==> src/rtl/alu_issuer_pkg.sv <==
// Shared constants for the ALU issuer: ALU opcodes, FSM state encoding and
// the bit positions inside the normalised flag nibble.
package alu_issuer_pkg;

  localparam logic [2:0] ALU_ADD = 3'd0;
  localparam logic [2:0] ALU_SUB = 3'd1;
  localparam logic [2:0] ALU_NOT = 3'd2;
  localparam logic [2:0] ALU_AND = 3'd3;
  localparam logic [2:0] ALU_OR  = 3'd4;
  localparam logic [2:0] ALU_XOR = 3'd5;
  localparam logic [2:0] ALU_SLT = 3'd6;
  localparam logic [2:0] ALU_EQ  = 3'd7;

  localparam logic [1:0] ST_IDLE  = 2'd0;
  localparam logic [1:0] ST_DRIVE = 2'd1;
  localparam logic [1:0] ST_RESP  = 2'd2;

  localparam int FLG_OUT   = 3;
  localparam int FLG_OVF   = 2;
  localparam int FLG_CARRY = 1;
  localparam int FLG_ZERO  = 0;

  // Compare opcodes report through alu_out only; their result/flags are don't-care.
  function automatic logic is_cmp(input logic [2:0] func);
    return (func == ALU_SLT) || (func == ALU_EQ);
  endfunction

endpackage

==> src/rtl/alu_issuer_norm.sv <==
// Combinational normalisation of raw ALU outputs into {result, flags}.
// Zero is recomputed locally; carry/overflow survive only for add and sub.
module alu_issuer_norm
  import alu_issuer_pkg::*;
#(
  parameter int W = 4
) (
  input  logic [2:0]   func_i,
  input  logic [W-1:0] alu_result_i,
  input  logic         alu_out_i,
  input  logic         alu_carry_i,
  input  logic         alu_overflow_i,
  output logic [W-1:0] result_o,
  output logic [3:0]   flags_o
);

  // NOTE: every output gets a default first so no path through the block can
  // leave a value unassigned and infer a latch.
  always_comb begin
    result_o = '0;
    flags_o  = '0;
    if (is_cmp(func_i)) begin
      flags_o[FLG_OUT] = alu_out_i;
    end else begin
      result_o          = alu_result_i;
      flags_o[FLG_ZERO] = (alu_result_i == '0);
      if ((func_i == ALU_ADD) || (func_i == ALU_SUB)) begin
        flags_o[FLG_CARRY] = alu_carry_i;
        flags_o[FLG_OVF]   = alu_overflow_i;
      end
    end
  end

endmodule

==> src/rtl/alu_issuer.sv <==
// Sequential initiator for the 4-bit combinational ALU: request handshake,
// registered operands, one settle cycle, captured response, accumulator and
// saturating overflow counter.
module alu_issuer
  import alu_issuer_pkg::*;
#(
  parameter int           W       = 4,
  parameter int           CNT_W   = 8,
  parameter logic [W-1:0] ACC_RST = 4'h0
) (
  input  logic             clk,
  input  logic             rst,
  input  logic             req_valid,
  output logic             req_ready,
  input  logic [2:0]       req_func,
  input  logic [W-1:0]     req_a,
  input  logic [W-1:0]     req_b,
  input  logic             req_use_acc,
  input  logic             req_wr_acc,
  output logic             rsp_valid,
  input  logic             rsp_ready,
  output logic [W-1:0]     rsp_result,
  output logic [3:0]       rsp_flags,
  output logic [W-1:0]     acc,
  output logic [CNT_W-1:0] ovf_cnt,
  output logic [W-1:0]     alu_a,
  output logic [W-1:0]     alu_b,
  output logic [2:0]       alu_func,
  input  logic [W-1:0]     alu_result,
  input  logic             alu_out,
  input  logic             alu_carry,
  input  logic             alu_zero,
  input  logic             alu_overflow
);

  logic [1:0]       state_q, state_d;
  logic [W-1:0]     alu_a_q, alu_a_d;
  logic [W-1:0]     alu_b_q, alu_b_d;
  logic [2:0]       alu_func_q, alu_func_d;
  logic             wr_acc_q, wr_acc_d;
  logic [W-1:0]     rsp_result_q, rsp_result_d;
  logic [3:0]       rsp_flags_q, rsp_flags_d;
  logic [W-1:0]     acc_q, acc_d;
  logic [CNT_W-1:0] ovf_cnt_q, ovf_cnt_d;
  logic [W-1:0]     norm_result;
  logic [3:0]       norm_flags;

  // Zero is always recomputed from the result, so the ALU's own flag is ignored.
  logic unused_alu_zero;
  assign unused_alu_zero = alu_zero;

  alu_issuer_norm #(.W(W)) u_norm (
    .func_i         (alu_func_q),
    .alu_result_i   (alu_result),
    .alu_out_i      (alu_out),
    .alu_carry_i    (alu_carry),
    .alu_overflow_i (alu_overflow),
    .result_o       (norm_result),
    .flags_o        (norm_flags)
  );

  always_comb begin
    state_d      = state_q;
    alu_a_d      = alu_a_q;
    alu_b_d      = alu_b_q;
    alu_func_d   = alu_func_q;
    wr_acc_d     = wr_acc_q;
    rsp_result_d = rsp_result_q;
    rsp_flags_d  = rsp_flags_q;
    acc_d        = acc_q;
    ovf_cnt_d    = ovf_cnt_q;
    case (state_q)
      ST_IDLE: begin
        if (req_valid) begin
          alu_func_d = req_func;
          alu_a_d    = req_use_acc ? acc_q : req_a;
          alu_b_d    = req_b;
          wr_acc_d   = req_wr_acc;
          state_d    = ST_DRIVE;
        end
      end
      ST_DRIVE: begin
        rsp_result_d = norm_result;
        rsp_flags_d  = norm_flags;
        if (wr_acc_q) begin
          acc_d = is_cmp(alu_func_q) ? {{(W-1){1'b0}}, norm_flags[FLG_OUT]} : norm_result;
        end
        if (norm_flags[FLG_OVF] && (ovf_cnt_q != '1)) begin
          ovf_cnt_d = ovf_cnt_q + 1'b1;
        end
        state_d = ST_RESP;
      end
      ST_RESP: begin
        if (rsp_ready) state_d = ST_IDLE;
      end
      default: state_d = ST_IDLE;
    endcase
  end

  // NOTE: state registers use non-blocking assignments so every flop samples
  // the pre-edge value of every other flop, regardless of statement order.
  always_ff @(posedge clk or posedge rst) begin
    if (rst) begin
      state_q      <= ST_IDLE;
      alu_a_q      <= '0;
      alu_b_q      <= '0;
      alu_func_q   <= ALU_ADD;
      wr_acc_q     <= 1'b0;
      rsp_result_q <= '0;
      rsp_flags_q  <= '0;
      acc_q        <= ACC_RST;
      ovf_cnt_q    <= '0;
    end else begin
      state_q      <= state_d;
      alu_a_q      <= alu_a_d;
      alu_b_q      <= alu_b_d;
      alu_func_q   <= alu_func_d;
      wr_acc_q     <= wr_acc_d;
      rsp_result_q <= rsp_result_d;
      rsp_flags_q  <= rsp_flags_d;
      acc_q        <= acc_d;
      ovf_cnt_q    <= ovf_cnt_d;
    end
  end

  assign req_ready  = (state_q == ST_IDLE) && !rst;
  assign rsp_valid  = (state_q == ST_RESP);
  assign rsp_result = rsp_result_q;
  assign rsp_flags  = rsp_flags_q;
  assign acc        = acc_q;
  assign ovf_cnt    = ovf_cnt_q;
  assign alu_a      = alu_a_q;
  assign alu_b      = alu_b_q;
  assign alu_func   = alu_func_q;

endmodule

==> config.mk <==
export PLATFORM = sky130hd
export DESIGN_NAME = alu_issuer
export DESIGN_NICKNAME = d
export VERILOG_FILES = /design/src/rtl/alu_issuer_pkg.sv /design/src/rtl/alu_issuer_norm.sv /design/src/rtl/alu_issuer.sv
export SDC_FILE = /design/constraint.sdc
export NUM_CORES = 1
export LEC_CHECK = 0
export CORE_ASPECT_RATIO = 1.4
export CORE_MARGIN = 1.5
export CORE_UTILIZATION = 30
export DETAILED_ROUTE_END_ITERATION = 16
export DONT_BUFFER_PORTS = 1
export MAX_ROUTING_LAYER = met4
export PLACE_DENSITY_LB_ADDON = 0.12
export SYNTH_ARGS = -nofsm -noshare
export SYNTH_HDL_FRONTEND = slang
export SYNTH_SLANG_ARGS = --single-unit
==> constraint.sdc <==
create_clock -name clk -period 2.9 [get_ports clk]
set_input_delay 0.58 -clock clk [delete_from_list [all_inputs] [get_ports clk]]
set_output_delay 0.58 -clock clk [all_outputs]
set_load 0.05 [all_outputs]
==> flow_summary.json, run 1 <==
{
  "ir_worst_vdd_mv": 0.453,
  "routedWlPerCell_um": 15.5,
  "diodes": 0,
  "path_cells": "ha_1 -> nand2_1 -> nor3_4 -> nor2_1 -> mux2_2",
  "p_sw_share_pct": 52.3,
  "synth.cell_area_um2": 1470,
  "pwr-share-clk_pct": 18.9,
  "crit_slowest_cell": "dfrtp_1",
  "power_frac_comb_pct": 17.6,
  "post-place-ws_ns": 0.976,
  "place.gp.congestion": 0.814,
  "grt_pass1_vias": 1009,
  "hold_viol": 0,
  "ctsResizeCount": 0,
  "period_share_pct": 66.3,
  "placed_area_um2": 1550,
  "synth_cell_types": 28,
  "synthesis.instances": 127,
  "antenna_left": 0,
  "grt_setup_unrepaired": "false",
  "synth_edf_count": 0,
  "start_util_pct": 31.8,
  "num_vias": 954,
  "boundaryPins": 58,
  "p_int_mw": 1.07,
  "first_iter_violations": 46,
  "period_needed_ns": 1.92,
  "drive_above_1_share_pct": 22.2,
  "crit_type": "reg2reg",
  "cts-buffers-inserted": 5,
  "areaGrowthSynthToFinish_pct": 13.0,
  "antenna_found_initial": 0,
  "dieArea_um2": 5320,
  "portBuffers": 0,
  "placementRows": 29,
  "die_h_um": 85.7,
  "fmax_mhz": 520,
  "async_flop_share_pct": 100,
  "wl_um": 3050,
  "die_x_um": 62.1,
  "dpl.hpwl_um": 2340,
  "min_path_type": "in2async",
  "cap_violations": 0,
  "dpl.cell_count": 189,
  "clk_latency_ns": 0.29,
  "cp-start-kind": "register",
  "clk_pin_slew_ns": 0.07,
  "vias_per_cell": 4.84,
  "grtUsageTotal_pct": 12.6,
  "clock_sink_count": 34,
  "grt.overflow.total": 0,
  "first_pass_iters": 4,
  "fin_area_um2": 1660,
  "synth_flop_cell": "dfrtp_1",
  "cp.required_ns": 3.07,
  "drc": 0,
  "root_buffer": "clkbuf_8",
  "finalMaxSlewViolations": 0,
  "grt_max_degree": 35,
  "end_kind": "register",
  "cts_max_path_buffers": 2,
  "crit_arrival_ns": 2.09,
  "status": "completed",
  "coreArea_um2": 4610,
  "fin_skew_ns": 0.00629,
  "crit_fanout": 5,
  "grt_pass1_wl_um": 4710,
  "nets": 160,
  "p_switching_mw": 1.18,
  "final.setup.tns_ns": 0,
  "syn_avg_cell_area_um2": 11.5,
  "fin_ws_ns": 0.978,
  "cts_tree": "built",
  "ys_ff_latch": 34,
  "hold_buffers": 0,
  "cpPeakStageDelay_ns": 0.68,
  "max_slew_margin_pct": 62.4,
  "ys_seq_area_share_pct": 58.1,
  "finalSetupViolations": 0,
  "cts_setup_buffers": 0,
  "fin_cells": 197,
  "htreeDepth": 2,
  "syn_nets": 153,
  "sequentialPowerShare_pct": 63.5,
  "p_leak_nw": 0.759,
  "yosysWarningCount": 0,
  "worstMarginPinSlew_ns": 0.564,
  "powerDensity_nw_per_um2": 1360
}
## stage by stage
| step | hold slack, ns | power, mW | util, % |
|---|---|---|---|
| finish | 0.274 | 2.25 | 35.9 |
| global route | 0.309 | 2.38 | 35.9 |
| CTS | 0.289 | 2.29 | 35.9 |
| detailed placement | 0.534 | 1.86 | 33.6 |
| global placement | 0.532 | 1.83 | 33.6 |
| floorplan | 0.488 | 1.73 | - |
## worst max-delay path: cells and delay by family, from the launching register on
kind          cells  cell delay (ns)
fa+ha+maj         1             0.27
simple gates      3             0.58
mux               1             0.28
flops             1             0.68
## power groups by stage
stage               clock, mW  sequential [mW]  combinational [mW]
floorplan                   0             1.39               0.345
global placement            0             1.44               0.390
detailed placement          0             1.45               0.408
CTS                     0.445             1.44               0.408
global route            0.465             1.46               0.453
finish                  0.426             1.43               0.398
## layout by cell type (no fill, tap or decap), types with 2 or more instances in the layout
cell type	netlist	layout
dfrtp_1	34	34
a21oi_1	6	6
o21ai_0	10	10
mux2_2	10	10
nor4_1	2	2
clkbuf_8	0	5
inv_1	3	3
clkinv_2	0	2
nor4_2	2	2
nor2_1	6	6
xor2_1	5	5
nand3_1	4	4
nor3_1	2	2
buf_4	0	3
mux2i_1	4	4
nand2_1	24	24
## flip-flops by register name, indices dropped and copies added, names as in the netlist
name and count:
wr_acc_q 1, acc 4, rsp_result 4, alu_a 4
ovf_cnt 8, alu_func 3, alu_b 4, state_q 2
rsp_flags 4
## synth_stat cells, types with 2 or more instances
cell | instances | share of area, %
mux2_2 | 10 | 7.7
nor4_1 | 2 | 0.85
nand2_1 | 24 | 6.1
dfrtp_1 | 34 | 58
xor2_1 | 5 | 3.0
nand3_1 | 4 | 1.4
o21ai_0 | 10 | 3.4
nor3_1 | 2 | 0.68
nor2_1 | 6 | 1.5
a21oi_1 | 6 | 2.0
inv_1 | 3 | 0.77
nor4_2 | 2 | 1.7
mux2i_1 | 4 | 2.7
## cell families (layout without fill, tap and decap cells)
family          after synthesis  after routing  share of synthesized area (%)
compound gates               17             17                           6.06
fa+ha+maj                     1              1                          0.854
mux                          14             14                           10.4
simple gates                 50             50                           19.6
flops                        34             34                           58.1
xor+xnor                      5              5                           2.99
buf+inv                       6             14                           2.05
## per-layer routing
metal | wire length (µm) | track usage (%) | vias up
met5 | 0 | - | -
met4 | 55 | 5.22 | 0
met3 | 236 | 4.52 | 6
met2 | 1710 | 22.7 | 31
met1 | 1040 | 11.2 | 473
li1 | - | - | 444
## cell type report
class / count / area [µm²]
Timing Repair Buffer: 3 / 22.5
Clock buffer: 5 / 68.8
Clock inverter: 3 / 40.0
Fill cell: 489 / 2950
Inverter: 3 / 11.3
Tap cell: 62 / 77.6
Sequential cell: 34 / 851
Multi-Input combinational cell: 87 / 584
## path summary, 6_finish.rpt
| kind | startpoint | endpoint | slack (ns) | depth (start not counted) |
|---|---|---|---|---|
| setup / recovery | ovf_cnt[1] | ovf_cnt[1] | 0.98 | 5 |
| hold / removal | rst | rsp_result[0] | 0.27 | 2 |
| setup reg to reg | ovf_cnt[1] | ovf_cnt[1] | 0.98 | 5 |
| hold reg to reg | wr_acc_q | acc[0] | 0.54 | 1 |
| max in group asynchronous | rst | alu_a[0] | 2.30 | 2 |
| min in group clk | rsp_ready | state_q[1] | 0.40 | 1 |
Note: power is estimated with default switching activity, not from simulation.
==> run 2, diff against run 1 <==
clock period = 1.7 ns   (was 2.9 ns; I/O delays follow)
==> run 2 against run 1 <==
Against the previous run: first-iteration DRC count shrank 78%; critical endpoint is now rsp_valid; hold slack lost 0.23 ns; clock skew shrank 0.0034 ns; clock-buffer cell count grew 2; cell count grew 6.1%; die area is the same; via count grew 3.5%; critical path depth shrank 2; largest cell class unchanged.
==> flow_summary.json, run 2 (synthesized netlist as in run 1, its figures left out) <==
{
  "min_path_type": "in2async",
  "fin_cells": 209,
  "powerDensity_nw_per_um2": 2220,
  "crit_type": "reg2out",
  "sequentialPowerShare_pct": 56.8,
  "hold_buffers": 0,
  "drive_above_1_share_pct": 32.7,
  "first_pass_iters": 3,
  "die_h_um": 85.7,
  "crit_arrival_ns": 1.27,
  "place.gp.congestion": 0.794,
  "crit_slowest_cell": "dfrtp_1",
  "period_share_pct": 94.7,
  "fmax_mhz": 621,
  "antenna_left": 0,
  "fin_ws_ns": 0.0909,
  "post-place-ws_ns": 0.112,
  "dpl.hpwl_um": 2440,
  "cp.required_ns": 1.36,
  "diodes": 0,
  "grt.met3_usage_pct": 4.22,
  "fin_skew_ns": 0.00287,
  "period_needed_ns": 1.61,
  "p_int_mw": 1.84,
  "boundaryPins": 58,
  "r2r-start": "state_q[0]",
  "cp-start-kind": "register",
  "final.setup.tns_ns": 0,
  "areaGrowthSynthToFinish_pct": 19.0,
  "cpPeakStageDelay_ns": 0.37,
  "grt_setup_unrepaired": "false",
  "dpl.cell_count": 201,
  "grt_use_met1_pct": 13.6,
  "htreeDepth": 2,
  "num_vias": 987,
  "finalMaxSlewViolations": 0,
  "cts_max_path_buffers": 2,
  "p_leak_nw": 0.797,
  "dieArea_um2": 5320,
  "start_util_pct": 31.8,
  "drc": 0,
  "fin_area_um2": 1740,
  "cts-buffers-inserted": 5,
  "fillers": 485,
  "postLayoutCoreUtil_pct": 37.8,
  "clock_sink_count": 34,
  "crit_fanout": 4,
  "ir_worst_vdd_mv": 1.36,
  "antenna_found_initial": 0,
  "grtUsageTotal_pct": 13.6,
  "coreArea_um2": 4610,
  "grt-busiest-layer": "met2",
  "grt.overflow.total": 0,
  "whs_ns": 0.0449,
  "final_cell_mix": "dfrtp_1 (30), nand2_1 (24), buf_4 (15)",
  "placed_area_um2": 1650,
  "clk_pin_slew_ns": 0.07,
  "worstMarginPinSlew_ns": 0.552,
  "largest_reg_flops": 8,
  "routedWlPerCell_um": 15.0,
  "end_kind": "primary output",
  "path_cells": "buf_4 -> or2b_1 -> clkinvlp_4",
  "die_x_um": 62.1,
  "status": "completed",
  "p_sw_share_pct": 52.5,
  "cts_tree": "built",
  "clk_latency_ns": 0.28,
  "cap_violations": 0,
  "finalSetupViolations": 0,
  "power_mw": 3.86,
  "portBuffers": 0,
  "grt_pass1_wl_um": 5110,
  "use_met2_pct": 23.9,
  "final_common_cell": "dfrtp_1",
  "wl_um": 3140,
  "grt_pass1_vias": 1114,
  "critPathLaunch": "state_q[1]",
  "nets": 172,
  "first_iter_violations": 10,
  "p_switching_mw": 2.03,
  "root_buffer": "clkbuf_8",
  "ctsResizeCount": 0,
  "vias_per_cell": 4.72,
  "hold_viol": 0,
  "power_frac_comb_pct": 27.6,
  "cts_setup_buffers": 0,
  "crit_family": "buffers and inverters",
  "pwr-share-clk_pct": 15.7,
  "max_slew_margin_pct": 63.2,
  "grt_max_degree": 35,
  "placementRows": 29,
  "cp.buffers_inverters": 2
}
## run 2: power by group through the flow
stage / Combinational [mW] / Clock (mW) / Sequential (mW)
2_1_floorplan: 0.594 / 0 / 2.38
3_3_place_gp: 1.04 / 0 / 2.22
3_5_place_dp: 1.07 / 0 / 2.23
4_1_cts: 1.07 / 0.639 / 2.21
5_1_grt: 1.18 / 0.675 / 2.25
6_report: 1.06 / 0.605 / 2.19
## run 2: worst reg2reg max path, stage by stage (launching register included)
cell and delay (ns):
dfrtp_1 0.42, and2b_2 0.24, nand3_4 0.14, nor4_2 0.29, mux2_2 0.37
## run 2: area by class of cell
type	count	area (µm²)	area share, %
clock buffers	7	86.3	4.95
multi-input cells	87	592	33.9
repair buffers	15	113	6.46
inverters	3	15.0	0.861
well taps	62	77.6	4.45
clock inverters	1	5.00	0.287
flip-flops and latches	34	856	49.1
## run 2: path summary, 6_finish.rpt
path | slack [ns] | cells past startpoint | end
worst max-delay path | 0.09 | 3 | rsp_valid
worst min-delay path | 0.04 | 2 | rsp_result[0]
worst max register to register | 0.14 | 4 | ovf_cnt[7]
worst min register to register | 0.52 | 1 | ovf_cnt[2]
max in group asynchronous | 1.32 | 2 | ovf_cnt[0]
min in group clk | 0.18 | 1 | state_q[1]
## run 2: per-layer routing
metal  vias up  wire length [µm]
li1        471                 -
met1       475              1080
met2        36              1780
met3         5               227
met4         0                49
met5         -                 0
